--- src/rtl/buffer_pkg.sv ---
// Shared defaults and helpers for the elastic delay buffer.
// The entry filter is compiled in only when BUFFER_FILTER_EN is defined.
package buffer_pkg;

  localparam int BUF_WIDTH_DEF = 2;
  localparam int BUF_DEPTH_DEF = 4;
  localparam logic [1:0] BUF_FILTER_MATCH_DEF = 2'b01;
  localparam logic [1:0] BUF_FILTER_REPL_DEF  = 2'b00;

  // Widest word the filter helper handles; callers zero-extend into it.
  localparam int BUF_MAX_WIDTH = 64;

  // Replace one code with another; every other code passes through.
  function automatic logic [BUF_MAX_WIDTH-1:0] buf_filter(
    input logic [BUF_MAX_WIDTH-1:0] data,
    input logic [BUF_MAX_WIDTH-1:0] match,
    input logic [BUF_MAX_WIDTH-1:0] repl
  );
    return (data == match) ? repl : data;
  endfunction

endpackage

--- src/rtl/buffer_stage.sv ---
// One register stage of the elastic buffer: a valid flag plus its data word.
// Data only moves when a valid word is loaded, so an empty stage keeps its
// old contents and a flush clears validity without touching data.
module buffer_stage
  import buffer_pkg::*;
#(
  parameter int WIDTH = BUF_WIDTH_DEF
) (
  input  logic             clk,
  input  logic             reset_n,
  input  logic             flush,
  input  logic             load,
  input  logic             up_valid,
  input  logic [WIDTH-1:0] up_data,
  output logic             valid,
  output logic [WIDTH-1:0] data
);

  // Valid/data register pair; flush outranks a load in the same cycle.
  always_ff @(posedge clk or negedge reset_n) begin
    if (!reset_n) begin
      valid <= 1'b0;
      data  <= '0;
    end else if (flush) begin
      valid <= 1'b0;
    end else if (load) begin
      valid <= up_valid;
      if (up_valid) begin
        data <= up_data;
      end
    end
  end

endmodule

--- src/rtl/elastic_buffer.sv ---
// Elastic delay line of DEPTH stages with valid/ready on both sides.
// Empty stages always accept, so bubbles collapse behind a stalled output.
// Optional entry filter enabled by defining BUFFER_FILTER_EN.
module elastic_buffer
  import buffer_pkg::*;
#(
  parameter int               WIDTH        = BUF_WIDTH_DEF,
  parameter int               DEPTH        = BUF_DEPTH_DEF,
  parameter logic [WIDTH-1:0] FILTER_MATCH = WIDTH'(BUF_FILTER_MATCH_DEF),
  parameter logic [WIDTH-1:0] FILTER_REPL  = WIDTH'(BUF_FILTER_REPL_DEF)
) (
  input  logic                       clk,
  input  logic                       reset_n,
  input  logic                       flush,
  input  logic [WIDTH-1:0]           in_data,
  input  logic                       in_valid,
  output logic                       in_ready,
  output logic [WIDTH-1:0]           out_data,
  output logic                       out_valid,
  input  logic                       out_ready,
  output logic [$clog2(DEPTH+1)-1:0] count
);

  localparam int CW = $clog2(DEPTH + 1);

`ifdef BUFFER_FILTER_EN
  localparam bit FILTER_EN = 1'b1;
`else
  localparam bit FILTER_EN = 1'b0;
`endif

  logic [DEPTH-1:0]            valid_q;
  logic [DEPTH-1:0][WIDTH-1:0] data_q;
  logic [DEPTH-1:0]            move;
  logic [WIDTH-1:0]            filtered;
  logic [WIDTH-1:0]            entry_data;
  logic                        in_xfer;
  logic                        out_xfer;

  assign filtered = WIDTH'(buf_filter(BUF_MAX_WIDTH'(in_data),
                                      BUF_MAX_WIDTH'(FILTER_MATCH),
                                      BUF_MAX_WIDTH'(FILTER_REPL)));
  assign entry_data = FILTER_EN ? filtered : in_data;

  // Advance chain, rippling from the output stage back to the input stage.
  always_comb begin
    logic chain;
    move  = '0;
    chain = !valid_q[DEPTH-1] | out_ready;
    move[DEPTH-1] = chain;
    for (int i = DEPTH - 2; i >= 0; i--) begin
      chain   = !valid_q[i] | chain;
      move[i] = chain;
    end
  end

  for (genvar g = 0; g < DEPTH; g++) begin : g_stage
    if (g == 0) begin : g_head
      buffer_stage #(.WIDTH(WIDTH)) u_stage (
        .clk      (clk),
        .reset_n  (reset_n),
        .flush    (flush),
        .load     (move[0]),
        .up_valid (in_valid),
        .up_data  (entry_data),
        .valid    (valid_q[0]),
        .data     (data_q[0])
      );
    end else begin : g_body
      buffer_stage #(.WIDTH(WIDTH)) u_stage (
        .clk      (clk),
        .reset_n  (reset_n),
        .flush    (flush),
        .load     (move[g]),
        .up_valid (valid_q[g-1]),
        .up_data  (data_q[g-1]),
        .valid    (valid_q[g]),
        .data     (data_q[g])
      );
    end
  end

  assign in_ready  = move[0] & !flush;
  assign out_valid = valid_q[DEPTH-1];
  assign out_data  = data_q[DEPTH-1];
  assign in_xfer   = in_valid & in_ready;
  assign out_xfer  = out_valid & out_ready;

  // Occupancy counter tracking transfers on both sides; flush empties it.
  always_ff @(posedge clk or negedge reset_n) begin
    if (!reset_n) begin
      count <= '0;
    end else if (flush) begin
      count <= '0;
    end else if (in_xfer && !out_xfer) begin
      count <= count + CW'(1);
    end else if (!in_xfer && out_xfer) begin
      count <= count - CW'(1);
    end
  end

endmodule

--- config.mk ---
export PLATFORM = sky130hd
export DESIGN_NAME = elastic_buffer
export DESIGN_NICKNAME = d
export VERILOG_FILES = /design/src/rtl/buffer_pkg.sv /design/src/rtl/buffer_stage.sv /design/src/rtl/elastic_buffer.sv
export SDC_FILE = /design/constraint.sdc
export NUM_CORES = 1
export LEC_CHECK = 0
export ABC_AREA = 1
export BUFFER_PORTS_ARGS = -buffer_cell sky130_fd_sc_hd__buf_2
export CAP_MARGIN = 5
export CORE_AREA = 5 5 47 49
export DETAILED_ROUTE_END_ITERATION = 10
export DIE_AREA = 0 0 52 54
export PLACE_DENSITY = 0.69
export SETUP_SLACK_MARGIN = 0.05
export SYNTH_ARGS = -nofsm -noshare
export SYNTH_HDL_FRONTEND = slang
export SYNTH_SLANG_ARGS = --single-unit
--- constraint.sdc ---
create_clock -name clk -period 1.4 [get_ports clk]
set_input_delay 0.07 -clock clk [delete_from_list [all_inputs] [get_ports clk]]
set_output_delay 0.07 -clock clk [all_outputs]
set_load 0.05 [all_outputs]
### Yosys cells after proc, flatten, opt, wreduce, memory -nomap -nowiden

Cells that the tools add are included.

| word-level totals | value |
|---|---|
| output and inout bits | 7 |
| word-level logic and storage cells | 48 |
| register bits | 15 |
| input bits | 7 |

| cells by class | value |
|---|---|
| add/sub/neg operators | 2 |
| bitwise operators | 8 |
| reductions and logical operators | 18 |
| mux-type cells | 11 |

Operators by type and width:

| kind | count |
|---|---|
| 3-bit AND reduction | 4 |
| 3-bit 2-to-1 mux | 3 |
| 1-bit 2-to-1 mux | 8 |
| 2-bit nonzero test | 4 |
| 1-bit zero test | 7 |
| 1-bit OR | 4 |
| 3-bit by 1-bit adder with 3-bit output (second input constant) | 1 |
| 1-bit AND | 3 |
| 3-bit nonzero test | 1 |
| 3-bit by 1-bit subtractor with 3-bit output (second input constant) | 1 |
| 1-bit logical AND | 2 |
| 1-bit inverter | 1 |

### Longest topological paths before layout

| logic depth | value |
|---|---|
| word-level depth | 12 |
| mapped depth | 10 |
| gate-level depth less buffers | 10 |

### Modules after synthesis

Synthesis repeated with hierarchy kept, for this count alone.

| second synthesis, totals | value |
|---|---|
| cells, all modules | 91 |
| area total of the unflattened synthesis | 785.8 um^2 |

Modules (own cells, without submodules):

| module | sequential area each (um^2) | area an instance (um^2) | times used | cells each |
|---|---|---|---|---|
| buffer_stage | 75.1 | 125.1 | 4 | 13 |
| elastic_buffer | 75.1 | 285.3 | 1 | 39 |

### Least setup slack after synthesis

OpenSTA, ideal clock, no wires.

| timing | value |
|---|---|
| path kind | register to register |
| from | reg g_stage[3].g_body.u_stage.valid |
| to | reg count[2] |
| clock period less this slack | 1,881 ps |
| setup time | 117 ps |
| stages on the path, launching flop included | 11 |
| setup slack | -481 ps |
| buffers on the path | 0 |
| arrival | 1,764 ps |
| required time | 1,283 ps |
| cell sequence | dfrtp_1 inv_2 nor2_4 nand4_4 nand3_2 inv_1 fa_1 inv_1 nand3_1 nand3_2 nand2_2 |

| between the ends | value |
|---|---|
| longest elaborated chain between the ends | 10 |
| elaborated cells between the ends (all ways) | 15 |
| those cells by class | mux: 2; bitwise: 7; reduce/logical: 6 |

RTL lines:

| element | line | text |
|---|---|---|
| start, declared | buffer_stage.sv:15 | `output logic valid,` |
| start signal, assigned | buffer_stage.sv:27 | `valid <= up_valid;` |
| 1-bit zero test | elastic_buffer.sv:49 | `chain = !valid_q[DEPTH-1] \| out_ready;` |
| 1-bit OR | elastic_buffer.sv:49 |  |
| 1-bit OR (3 in a row) | elastic_buffer.sv:52 | `chain = !valid_q[i] \| chain;` |
| 1-bit AND | elastic_buffer.sv:83 | `assign in_ready = move[0] & !flush;` |
| 1-bit AND | elastic_buffer.sv:86 | `assign in_xfer = in_valid & in_ready;` |
| 1-bit logical AND / 1-bit zero test (equally long branches) | elastic_buffer.sv:95, elastic_buffer.sv:97 |  |
| 3-bit 2-to-1 mux / 1-bit logical AND (equally long branches) | elastic_buffer.sv:95, elastic_buffer.sv:97 |  |
| 3-bit 2-to-1 mux / 3-bit nonzero test (equally long branches) | -- |  |
| end signal, assigned | elastic_buffer.sv:96 | `count <= count + CW'(1);` |
| end signal, assigned | elastic_buffer.sv:98 | `count <= count - CW'(1);` |
| end, declared | elastic_buffer.sv:21 | `output logic [$clog2(DEPTH+1)-1:0] count` |

Parallel ways exist; a longest one is shown, timed or not.
A chain may end at the register's enable or synchronous reset.

### Worst setup path after layout

Ends and elaborated chain as after synthesis.

==> metrics.yaml <==
cts:
  clock-root-buffer: "clkbuf_4"
  insertion_delay_ps: 290
  cts_tree: "yes"
  cts_sinks: 15
  clockBufferDepth: 2
  cts.clk_slew.worst_paths_ps: 100
  h-tree-depth: 1
  cts_buffers: 3
worst_setup_path:
  cp_max_fo: 2
  crit_required_ps: 1590
  startpoint_type: "register"
  cp-end-kind: "register"
  arrival_ps: 1630
  path_class: "register to register"
  r2r_end: "count[2]$_DFFE_PN0P_"
  r2r_cells: 10
  reg2reg_from: "g_stage[3].g_body.u_stage.valid$_DFFE_PN0P_"
  r2r_setup_slack_ps: -40
yosys:
  syn_inst: 83
  synth_seq_cells: 15
  avgSynthCellArea_um2: 9.29
  netlist_area_um2: 771
  ys.flop_type: "dfrtp_1"
  yosysTopAreaCellShare_pct: 48.7
  syn_nets: 91
  synthArstFlopShare_pct: 100
  synth_most_common_cell: "dfrtp_1"
  ys_top_cells_by_count: "dfrtp_1 (15), inv_1 (14), nand2_1 (11)"
  yosysSeqAreaShare_pct: 48.7
  yosysWarnings: 0
  synth_edf_count: 0
  synth.distinct_cells: 20
  synth_area_leader_cell: "dfrtp_1"
  synth_area_leaders: "dfrtp_1 (49%), inv_1 (6.8%), nand2_1 (5.4%)"
min_path:
  min_path_type: "input port to register"
  min_from: "in_data[0]"
  whs_endpoint: "g_stage[0].g_head.u_stage.data[0]$_DFFE_PN0P_"
  holdPathStages: 3
sta:
  max_slew.worst_pin.slew_ps: 352
  relSlewSlack_pct: 76.5
  skew_ps: 5.93
  max_freq_ghz: 0.692
  finalSetupTns_ps: -70.2
  fin_ws_ps: -44.7
  period_minus_slack_ps: 1440
  report.final.slew_viol_count: 0
  rsz0062_at_grt: "true"
  period_share_pct: 103
  hold_violations: 0
  finalSetupViolations: 3
drt:
  drc_errors: 0
  vias: 586
  dr.pass1.iters: 4
  drt-wirelength-per-cell_um: 10.7
  drtIter0Drc: 7
  routed_wl_mm: 1.42
  ant_nets: 0
  vias_per_cell: 4.41
global_route:
  grt_first_pass_wirelength_mm: 2.44
  grt_use_met2_pct: 19.7
  grt_antenna_before_repair: 0
  grt_use_total_pct: 12.1
  grt_max_degree: 16
  met3_usage_pct: 2.49
  use_met1_pct: 14.7
  top_usage_layer: "met2"
  grt_pass1_vias: 605
  gr-total-overflow: 0
final_layout:
  synthToLayoutAreaGrowth_pct: 26.1
  final_nets: 115
  drive_above_1_share_pct: 44.3
  antenna_cells: 0
floorplanning:
  row_count: 16
  chipHeight_um: 54
  coreArea_um2: 1820
  io_pins: 14
  dieArea_um2: 2810
  start_util_pct: 42.3
  fp.dieW_um: 52
run_status:
  outcome: "finished with violations"
  violations: "setup timing"
pwr:
  p_total_mw: 1.21
  p_leak_nw: 0.489
  power.density_nw_per_um2: 1250
  ir_drop_mv: 0.650
flow_run:
  drv_cap: 0
place:
  gp_congestion: 0.715
  port-buffer-count: 13
  dpl.hpwl_mm: 1.05
## worst max-delay path by stage
stage	start	to	slack (ps)	cells past startpoint
2_1_floorplan	g_stage[3].g_body.u_stage.valid$_DFFE_PN0P_	count[1]$_DFFE_PN0P_	-300	7
3_3_place_gp	g_stage[3].g_body.u_stage.valid$_DFFE_PN0P_	count[2]$_DFFE_PN0P_	-20	10
3_5_place_dp	g_stage[3].g_body.u_stage.valid$_DFFE_PN0P_	count[2]$_DFFE_PN0P_	-50	10
4_1_cts	g_stage[3].g_body.u_stage.valid$_DFFE_PN0P_	count[2]$_DFFE_PN0P_	-70	10
5_1_grt	g_stage[3].g_body.u_stage.valid$_DFFE_PN0P_	count[2]$_DFFE_PN0P_	-130	10
6_report	g_stage[3].g_body.u_stage.valid$_DFFE_PN0P_	count[2]$_DFFE_PN0P_	-40	10
## state kept, by name, summed over array words and instances (netlist names)
register / cells
count: 3
g_stage.g_head.u_stage.data: 2
g_stage.g_body.u_stage.data: 6
g_stage.g_head.u_stage.valid: 1
g_stage.g_body.u_stage.valid: 3
## critical path: stages, from the launching register on
cell,delay (ps)
dfrtp_2,370
inv_2,40
nor2_4,100
nand4_4,100
nand3_4,80
inv_2,40
fa_2,350
inv_2,70
nand3_2,60
nand3_2,90
nand2_2,40
## cells in the final DEF (no fill, tap or decap), types with 2 or more instances in the layout
| cell | instances |
|---|---|
| inv_2 | 6 |
| nand3_1 | 3 |
| clkbuf_4 | 3 |
| nand2_1 | 11 |
| nand3_2 | 3 |
| nand2_4 | 3 |
| nand2_2 | 2 |
| dfrtp_1 | 14 |
| buf_4 | 8 |
| o21ai_0 | 6 |
| buf_2 | 12 |
| inv_1 | 11 |
| a21oi_1 | 6 |
| nor2_1 | 4 |
| nand4_1 | 2 |
| nor2_4 | 2 |
## metrics by stage
step	utilization, %	std cells	hold slack, ps	area, um^2	setup WS [ps]
floorplan	-	83	-226	782	-304
global placement	49.6	126	-3.93	903	-20.4
detailed placement	49.6	126	1.65	903	-49.9
CTS	53.0	133	15.6	966	-71.6
global route	53.4	133	39.1	972	-131
finish	53.4	133	17.8	972	-44.7
## kinds of logic (layout without fill, tap and decap cells)
kind of cell	after synthesis	count (layout)	synth area share, %
DFF	15	15	48.7
AOI/OAI and AO/OA	15	15	10.6
and+or+nand+nor	33	33	27.9
adders and majority gates	1	1	2.60
buffers and inverters	19	42	10.2
## power by group
group	switching (mW)	internal, mW	leakage (nW)
clock	0.150	0.109	0.0139
sequential	0.0401	0.506	0.183
combinational	0.288	0.122	0.291
total	0.478	0.737	0.489
## per-layer routing
| metal | routed length, um | up-vias |
|---|---|---|
| met4 | 38 | 0 |
| met3 | 69 | 5 |
| met5 | 0 | - |
| met1 | 667 | 254 |
| li1 | - | 311 |
| met2 | 643 | 16 |
## timing repair
action / CTS / global route
gates resized for setup: 3 / 1
pin swaps: 6 / 1
setup buffers: 2 / 0
hold endpoints to repair: 15 / 0
setup endpoints to repair: 3 / 4
hold buffers: 1 / 0
## cell type report
| cell class | instances | area, um^2 |
|---|---|---|
| Fill cell | 167 | 850 |
| Sequential cell | 15 | 377 |
| Multi-Input combinational cell | 49 | 338 |
| Timing Repair Buffer | 21 | 130 |
| Inverter | 17 | 63.8 |
| Tap cell | 27 | 33.8 |
| Clock buffer | 3 | 22.5 |
| Clock inverter | 1 | 7.51 |
(Power assumes the default switching activity.)
